===== config.mk =====
export PLATFORM = sky130hd
export DESIGN_NAME = bist_ctrl
export DESIGN_NICKNAME = d
export VERILOG_FILES = /design/src/rtl/bist_ctrl.sv
export SDC_FILE = /design/constraint.sdc
export NUM_CORES = 1
export LEC_CHECK = 0
export CAP_MARGIN = 20
export CELL_PAD_IN_SITES_DETAIL_PLACEMENT = 1
export CELL_PAD_IN_SITES_GLOBAL_PLACEMENT = 1
export CORE_MARGIN = 3
export CORE_UTILIZATION = 30
export CTS_BUF_LIST = sky130_fd_sc_hd__clkbuf_4 sky130_fd_sc_hd__clkbuf_8
export DETAILED_ROUTE_END_ITERATION = 16
export PLACE_DENSITY = 0.82
export SYNTH_ARGS = -nofsm -noshare
export SYNTH_HDL_FRONTEND = slang
export SYNTH_SLANG_ARGS = --single-unit

===== constraint.sdc =====
create_clock -name clock -period 1.6 [get_ports clock]
set_clock_uncertainty 0.15 [all_clocks]
set_input_delay 0.16 -clock clock [delete_from_list [all_inputs] [get_ports clock]]
set_output_delay 0.16 -clock clock [all_outputs]
set_load 0.02 [all_outputs]

===== src/rtl/bist_ctrl.sv =====
// BIST sequencer: INIT -> RUN -> DRAIN -> CMP -> DONE, driving TPG/MISR and grading the MISR signature.
// Optional BIST_SIG_CAPTURE_EN builds a register that freezes the signature seen in CMP.
module bist_ctrl #(
    parameter int                   NUM_PATTERNS = 15,
    parameter int                   CNT_WIDTH    = 4,
    parameter int                   CUT_LATENCY  = 1,
    parameter int                   SIG_WIDTH    = 4,
    parameter logic [SIG_WIDTH-1:0] GOLDEN_SIG   = 4'b1011
) (
    input  logic                 clock,
    input  logic                 reset,
    input  logic                 start,
    input  logic                 abort,
    input  logic [SIG_WIDTH-1:0] misr_sig,
    output logic                 tpg_load,
    output logic                 tpg_en,
    output logic                 misr_clr,
    output logic                 misr_en,
    output logic                 test_mode,
    output logic                 busy,
    output logic                 done,
    output logic                 pass,
    output logic                 fail,
    output logic [CNT_WIDTH-1:0] pattern_cnt,
    output logic [SIG_WIDTH-1:0] captured_sig
);

    typedef enum logic [2:0] {IDLE, INIT, RUN, DRAIN, CMP, DONE} state_t;

    localparam logic [CNT_WIDTH-1:0] LAST_PAT   = CNT_WIDTH'(NUM_PATTERNS - 1);
    localparam logic [2:0]           LAST_DRAIN = 3'((CUT_LATENCY > 0) ? CUT_LATENCY - 1 : 0);

    state_t     state, state_nxt;
    logic [2:0] drain_cnt;
    logic       match;

    always_comb begin
        state_nxt = state;
        case (state)
            IDLE:    if (start) state_nxt = INIT;
            INIT:    state_nxt = RUN;
            RUN:     if (pattern_cnt == LAST_PAT) state_nxt = (CUT_LATENCY == 0) ? CMP : DRAIN;
            DRAIN:   if (drain_cnt == LAST_DRAIN) state_nxt = CMP;
            CMP:     state_nxt = DONE;
            DONE:    if (start) state_nxt = INIT;
            default: state_nxt = IDLE;
        endcase
        // Abort only matters while a run is in flight; IDLE/DONE ignore it.
        if (abort && (state == INIT || state == RUN || state == DRAIN || state == CMP))
            state_nxt = IDLE;
    end

    always_ff @(posedge clock or posedge reset) begin
        if (reset) begin
            state       <= IDLE;
            pattern_cnt <= '0;
            drain_cnt   <= '0;
            match       <= 1'b0;
        end else begin
            state <= state_nxt;
            if (state_nxt == INIT || state_nxt == IDLE)
                pattern_cnt <= '0;
            else if (state == RUN)
                pattern_cnt <= pattern_cnt + 1'b1;
            drain_cnt <= (state == DRAIN) ? drain_cnt + 3'd1 : 3'd0;
            if (state == CMP)
                match <= (misr_sig == GOLDEN_SIG);
        end
    end

    // Moore decode: every output depends on the state register only.
    always_comb begin
        tpg_load  = 1'b0;
        tpg_en    = 1'b0;
        misr_clr  = 1'b0;
        misr_en   = 1'b0;
        test_mode = 1'b0;
        busy      = 1'b0;
        done      = 1'b0;
        pass      = 1'b0;
        fail      = 1'b0;
        case (state)
            INIT: begin
                tpg_load  = 1'b1;
                misr_clr  = 1'b1;
                test_mode = 1'b1;
                busy      = 1'b1;
            end
            RUN: begin
                tpg_en    = 1'b1;
                misr_en   = 1'b1;
                test_mode = 1'b1;
                busy      = 1'b1;
            end
            DRAIN: begin
                misr_en   = 1'b1;
                test_mode = 1'b1;
                busy      = 1'b1;
            end
            CMP: begin
                test_mode = 1'b1;
                busy      = 1'b1;
            end
            DONE: begin
                done = 1'b1;
                pass = match;
                fail = ~match;
            end
            default: ;
        endcase
    end

`ifdef BIST_SIG_CAPTURE_EN
    logic [SIG_WIDTH-1:0] cap_q;

    always_ff @(posedge clock or posedge reset) begin
        if (reset)
            cap_q <= '0;
        else if (state_nxt == INIT)
            cap_q <= '0;
        else if (state == CMP && !abort)
            cap_q <= misr_sig;
    end

    assign captured_sig = cap_q;
`else
    assign captured_sig = '0;
`endif

endmodule


### Yosys cells after proc, flatten, opt, wreduce, memory -nomap -nowiden

Index checks and enable logic that the tools add are counted.

| word-level totals | value |
|---|---|
| register bits after elaboration | 11 |
| bits of input ports | 8 |
| word-level logic and storage cells | 42 |

| cells by class | value |
|---|---|
| $add $sub $neg | 2 |
| equal/unequal tests | 8 |
| mux-type cells | 15 |
| bitwise logic cells | 1 |
| reduce and logical (&&, ||, !) cells | 12 |

Operator list:

| operator | number |
|---|---|
| $mux W3 | 5 |
| $pmux W3 S5 | 1 |
| $logic_not A3 Y1 | 3 |
| $eq A4 B4 Y1 const B | 2 |
| $mux W4 | 2 |
| $mux W1 | 7 |
| $eq A3 B1 Y1 const B | 2 |
| $eq A3 B2 Y1 const B | 2 |
| $eq A3 B3 Y1 const B | 2 |
| $add A4 B1 Y4 const B | 1 |
| $logic_or A1 B1 Y1 | 4 |
| $reduce_or A2 Y1 | 2 |
| $reduce_or A4 Y1 | 1 |
| $add A3 B1 Y3 const B | 1 |
| $reduce_bool A2 Y1 | 1 |
| $logic_and A1 B1 Y1 | 1 |
| $not A1 Y1 | 1 |

### Logic depth before layout (Yosys ltp)

Gate-level depths: netlist of the first run.

| logic depth | value |
|---|---|
| word-level depth | 9 |
| depth in mapped cells | 5 |
| gate-level depth less buffers | 5 |

### Worst setup path before layout of the first run

No wires, ideal clock.

| timing | value |
|---|---|
| path type | reg-to-output |
| start point | register state[0] |
| end point | output tpg_load |
| arrival | 1.481 ns |
| data required time | 1.290 ns |
| slack | -0.191 ns |
| cell stages (with the launch flop) | 4 |
| cell sequence | dfrtp_1 -> clkbuf_1 -> nor3b_1 -> buf_4 |

| on the way | value |
|---|---|
| longest elaborated chain between the ends | 2 |

Ends and longest elaborated chain:

| element | RTL line | text |
|---|---|---|
| from (decl) | 33 | `state_t state, state_nxt;` |
| from (signal assigned) | 60 | `state <= state_nxt;` |
| $eq A3 B1 Y1 | -- |  |
| $mux W1 | -- |  |
| to (decl) | 15 | `output logic tpg_load,` |

Every way passes these cells.

### Worst setup path after layout of the first run

| timing | value |
|---|---|
| start point | register state[0] |
| end point | output tpg_en |

| on the way | value |
|---|---|
| longest elaborated chain between the ends | 2 |

Ends and longest elaborated chain:

| element | RTL line | text |
|---|---|---|
| $eq A3 B2 Y1 | 82 | `case (state)` |
| $mux W1 | 82 |  |
| to (decl) | 16 | `output logic tpg_en,` |

Every way passes these cells.

==> metrics.txt, run 1 <==
Sink Count 11; Final setup viols 1; Initial Utilization 0.334; Final Max Slew Viols 0; post-synth top area share 0.396; final worst-path cycle share 1.00; final hold violations 0; unrepaired setup endpoints after global routing true; fmax 625 MHz; Placed Area around 980 um2; Mapped Area 696 um2; grt ovf 0; pre-CTS setup slack -0.198 ns; Top Ports 25; Antenna Nets Post-Route 0; register area 277 um2; failing checks negative setup slack; die area 2930 um2; mean post-synth cell area 9.40 um2; DR WL/cell 13.3 um; cell taking the most area after synthesis dfrtp_1; CP Cell Sequence or3b_4 > inv_2 > buf_6; CP Capture Type output port; max incr delay on CP 0.42 ns; Port Buf Inserts 20; Core ar. 2080 um2; clk buf depth 2; DIE HEIGHT 54.2 um; synth unique cells 34; P_leak ~0.49 nW; nets 117; cell area after layout around 1000 um2; DP HPWL 1410 um; number of DRC markers in iteration 0 9; Startpoint Class flop; MaxCap Viol Count 0; clock latency on the worst-skew pair 0.26 ns; Clock transition at path regs 0.07 ns; Final Wtd Congestion ~0.76; CTS root buf clkbuf_4; asr flop ratio synth 1.00; PD cells 1440 nW/um2; Tmin final 1.60 ns; Top delay family on crit path flip-flops; Top FF cell, synth dfrtp_1; number of flops mapped to enable cells by yosys 0; Worst Path Buf+Inv 2; sequential fraction of the synthesis area 0.396; area occupied by multi-input gates 380 um2; CP max FO 4; Setup Buffers After CTS 0; number of buffers created by CTS 3; Row Count 16; hold_buf cts 0; final core occ 0.485; vias in the first global route 631; Pre-antenna DRT Iters 4; post-synthesis cell count 74; vias 612; synth top area cells dfrtp_1 40%, buf_4 7.6%, ha_1 7.2%; Post-Layout Cell Count 131; total routed wirelength 1740 um; status complete, but fails checks; worst setup margin -0.000280 ns; gr usage total 0.136; detailed-route DRC error count 0; layout cell share with drive strength beyond 1 0.327; placed insts 127; #FFs+latches synth 11; setup TNS -0.000280 ns; yosys warns 0; first-pass GRT wire length 2800 um; diode count 0; H-tree depth 1; Min-Delay Path Class in -> async; largest net degree at the start of global routing 12; fillers between 200 and 300; kind of critical path reg -> out; Worst VDD drop 0.660 mV; Via-to-Cell Ratio 4.67; chip width about 54 um; CTS tree built; Area growth syn-to-layout 45.1%; Req. time, crit path 1.29 ns; initial antenna violation count 0; CP max stage cell dfrtp_1; CP Data Arrival Time 1.29 ns
## layer usage
layer  track usage  vias to the layer above  wire (um)
li1              -                      296          -
met1         0.154                      290        735
met2         0.237                       24        871
met3        0.0222                        2        120
met4        0.0747                        0         13
met5             0                        -          0
## metrics by stage
stage / hold WS, ns / power (mW)
2_1_floorplan: -0.138 / 0.873
3_3_place_gp: 0.296 / 1.21
3_5_place_dp: 0.318 / 1.24
4_1_cts: 0.0495 / 1.40
5_1_grt: 0.0676 / 1.55
6_report: 0.0286 / 1.45
## flip-flops by register name, indices dropped and copies added (netlist names)
register / flops
pattern_cnt: 4
state: 3
match: 1
drain_cnt: 3
## kinds of logic after synthesis
group,count (synthesis),share of synthesized area
AND/OR/NAND/NOR,29,0.243
AO/OA/AOI/OAI,9,0.0899
adder cells (fa/ha/maj),4,0.0719
multiplexers,1,0.0144
XOR/XNOR,4,0.0504
flip-flops,11,0.396
buffers and inverters,15,0.129
other,1,0.00539
## cells in the final DEF (no fill, tap or decap), drive strengths merged
cell type,count
mux2i,1
inv,6
ha,4
clkdlybuf4s50,7
nor2b,4
buf,21
a32oi,1
and3,1
or3,1
or2,1
nand2b,2
xnor2,4
nor3,1
a21oi,1
dlygate4sd2,4
dfrtp,11
or3b,1
o21bai,1
nand2,2
clkbuf,4
o21ai,2
a211oi,1
conb,4
a2bb2oi,1
nand3,1
nand4,1
o31ai,2
nor4bb,1
nand3b,1
or2b,1
nor3b,1
nor2,8
and2,1
nand4b,1
## Yosys cell counts (2+ instances only)
cell      count
buf_4         7
dfrtp_1      11
ha_1          4
inv_1         5
nand2_1       2
nand2b_1      2
nor2_1        8
nor2b_1       4
o21ai_0       2
o31ai_1       2
xnor2_1       4
## power by group
group          internal, mW  total, mW  leakage [nW]  switching, mW
combinational         0.427      0.841         0.324          0.414
clock                 0.113      0.207        0.0184         0.0935
sequential            0.330      0.402         0.149         0.0717
## worst paths after layout
path	cells past startpoint	endpoint	slack [ns]	start
setup / recovery	3	tpg_en	-0.0003	state[0]
hold reg to reg	1	drain_cnt[0]	0.34	drain_cnt[0]
min in group clock	3	match	0.33	misr_sig[3]
hold / removal	2	pattern_cnt[3]	0.03	reset
max in group asynchronous	2	state[1]	0.96	reset
setup reg to reg	5	pattern_cnt[1]	0.02	state[2]
## cell type report
type                    instances  area share
clock buffers                   4      0.0297
well taps                      27      0.0335
flip-flops and latches         11       0.274
repair buffers                 32       0.264
inverters                       6      0.0223
multi-input cells              51       0.377
## what timing repair did
action / in CTS / in global routing
endpoints found under the setup margin: 13 / 12
pin swaps: 1 / 3
resized for setup: 42 / 14
(Power assumes the default switching activity.)
==> run 2, diff against run 1 <==
==> constraint.sdc (replaced) <==
create_clock -name clock -period 1.6 [get_ports clock]
set_clock_uncertainty 0.15 [all_clocks]
set_input_delay 0.16 -clock clock [delete_from_list [all_inputs] [get_ports clock]]
set_output_delay 0.16 -clock clock [all_outputs]
set_load 0.01 [all_outputs]
==> run 2 against run 1 <==
Effect of this change:
- sequential cell count unchanged
- the flow still finishes with violations (negative setup slack)
- critical endpoint unchanged
- largest power group unchanged
- final cell count up 3.1%
- register-to-register slack worse by 0.09 ns
==> metrics.txt, run 2 (same netlist as run 1, synthesis figures left out) <==
unrepaired setup endpoints after global routing true; status complete, but fails checks; H-tree depth 1; CP max stage cell dfrtp_2; sw frac 0.365; detailed-route DRC error count 0; chip width 54.2 um; worst-case reg-to-reg path depth 6; area occupied by multi-input gates around 370 um2; number of DRC markers in iteration 0 2; final hold violations 0; max incr delay on CP 0.41 ns; PD cells 1300 nW/um2; total routed wirelength 1750 um; Pre-antenna DRT Iters 3; register area 278 um2; Worst VDD drop 0.694 mV; clock network fraction of design power 0.148; max reg flops 4; DIE HEIGHT about 54 um; Port Buf Inserts 20; DP HPWL 1310 um; CP max FO 4; most frequent cells in the layout 11 x clkdlybuf4s50_1, 11 x buf_4, 9 x dfrtp_1; nets between 100 and 150; Area growth syn-to-layout 51.8%; cell area after layout 1060 um2; pre-CTS setup slack -0.183 ns; Min-Delay Path Class in -> async; Placed Area between 900 and 1000 um2; kind of critical path reg -> out; Final setup viols 4; DR WL/cell 12.9 um; CTS root buf clkbuf_4; CP Data Arrival Time 1.37 ns; Antenna Nets Post-Route 0; Clock transition at path regs 0.07 ns; clk buf depth 2; vias in the first global route 635; diode count 0; largest register by flop count pattern_cnt; Int Pwr 874 uW; Top Ports 25; final worst-path cycle share 1.05; Final Max Slew Viols 0; failing checks negative setup slack; layout cell share with drive strength beyond 1 0.352; Sink Count 11; Via-to-Cell Ratio 4.53; clock latency on the worst-skew pair approximately 0.26 ns; Final Wtd Congestion 0.743; CP Capture Type output port; Row Count 16; Top Registers pattern_cnt (4), drain_cnt (3), state (3); number of buffers created by CTS 3; total power 1.38 mW; fmax a little under 600 MHz; initial antenna violation count 0; gr usage total 0.132; Critical R2R Launch state[1]; Tmin final between 1.5 and 2 ns; fillers 247; Initial Utilization 0.334; MaxCap Viol Count 0; first-pass GRT wire length 2820 um; Critical R2R Capture state[0]; CP Cell Sequence buf_4 > or3b_4 > inv_4 > buf_6; Worst Path Buf+Inv 3; vias 612; worst setup margin -0.0758 ns; die area 2930 um2; Core ar. roughly 2100 um2; NetSw 503 uW; CTS tree built; Top delay family on crit path flip-flops; Req. time, crit path around 1.3 ns; setup TNS -0.200 ns; Startpoint Class flop; P_leak 0.492 nW; Comb power frac 0.569; r2r setup slk -0.07 ns; largest net degree at the start of global routing 12; grt ovf 0; Reg power frac 0.284
run 2: final cells by class:
class | count | share of cell area
flip-flops and latches | 11 | 0.263
multi-input cells | 51 | 0.353
clock buffers | 4 | 0.0284
inverters | 6 | 0.0237
repair buffers | 36 | 0.300
well taps | 27 | 0.0320
run 2: worst max path at each step:
stage / startpoint / endpoint / slack [ns] / depth (start not counted)
2_1_floorplan: state[2] / pattern_cnt[3] / 0.03 / 4
3_3_place_gp: state[1] / tpg_en / -0.11 / 3
3_5_place_dp: state[2] / test_mode / -0.18 / 3
4_1_cts: state[2] / tpg_en / -0.09 / 4
5_1_grt: state[1] / state[0] / -0.13 / 6
6_report: state[1] / tpg_en / -0.08 / 4
run 2: repair_timing:
| item | in CTS | in global routing |
|---|---|---|
| resized for setup | 36 | 9 |
| setup buffers | 3 | 4 |
| hold buffers | 0 | 0 |
| pin swaps | 4 | 2 |
| setup endpoints to repair | 12 | 14 |
run 2: metrics by stage:
| stage | hold slack (ns) | util | cells |
|---|---|---|---|
| after global placement | 0.304 | 0.452 | 124 |
| final | 0.0408 | 0.507 | 135 |
| after floorplan | -0.138 | - | 77 |
| after global routing | 0.0663 | 0.507 | 135 |
| after CTS | 0.0465 | 0.488 | 131 |
| after detailed placement | 0.317 | 0.452 | 124 |
run 2: power groups by stage:
| stage | registers [mW] | clock network [mW] | logic (mW) |
|---|---|---|---|
| final | 0.391 | 0.204 | 0.783 |
| after global routing | 0.400 | 0.235 | 0.851 |
| after CTS | 0.391 | 0.218 | 0.735 |
| after detailed placement | 0.394 | 0 | 0.684 |
| after global placement | 0.386 | 0 | 0.665 |
| after floorplan | 0.366 | 0 | 0.402 |
run 2: per-layer routing:
| layer | vias up | part of all wire | wire length, um | global-route usage |
|---|---|---|---|---|
| met2 | 19 | 0.50 | 876 | 0.223 |
| met5 | - | 0 | 0 | 0 |
| li1 | 302 | - | - | - |
| met4 | 0 | 0.0046 | 8 | 0.0498 |
| met3 | 2 | 0.058 | 101 | 0.0277 |
| met1 | 289 | 0.43 | 759 | 0.164 |
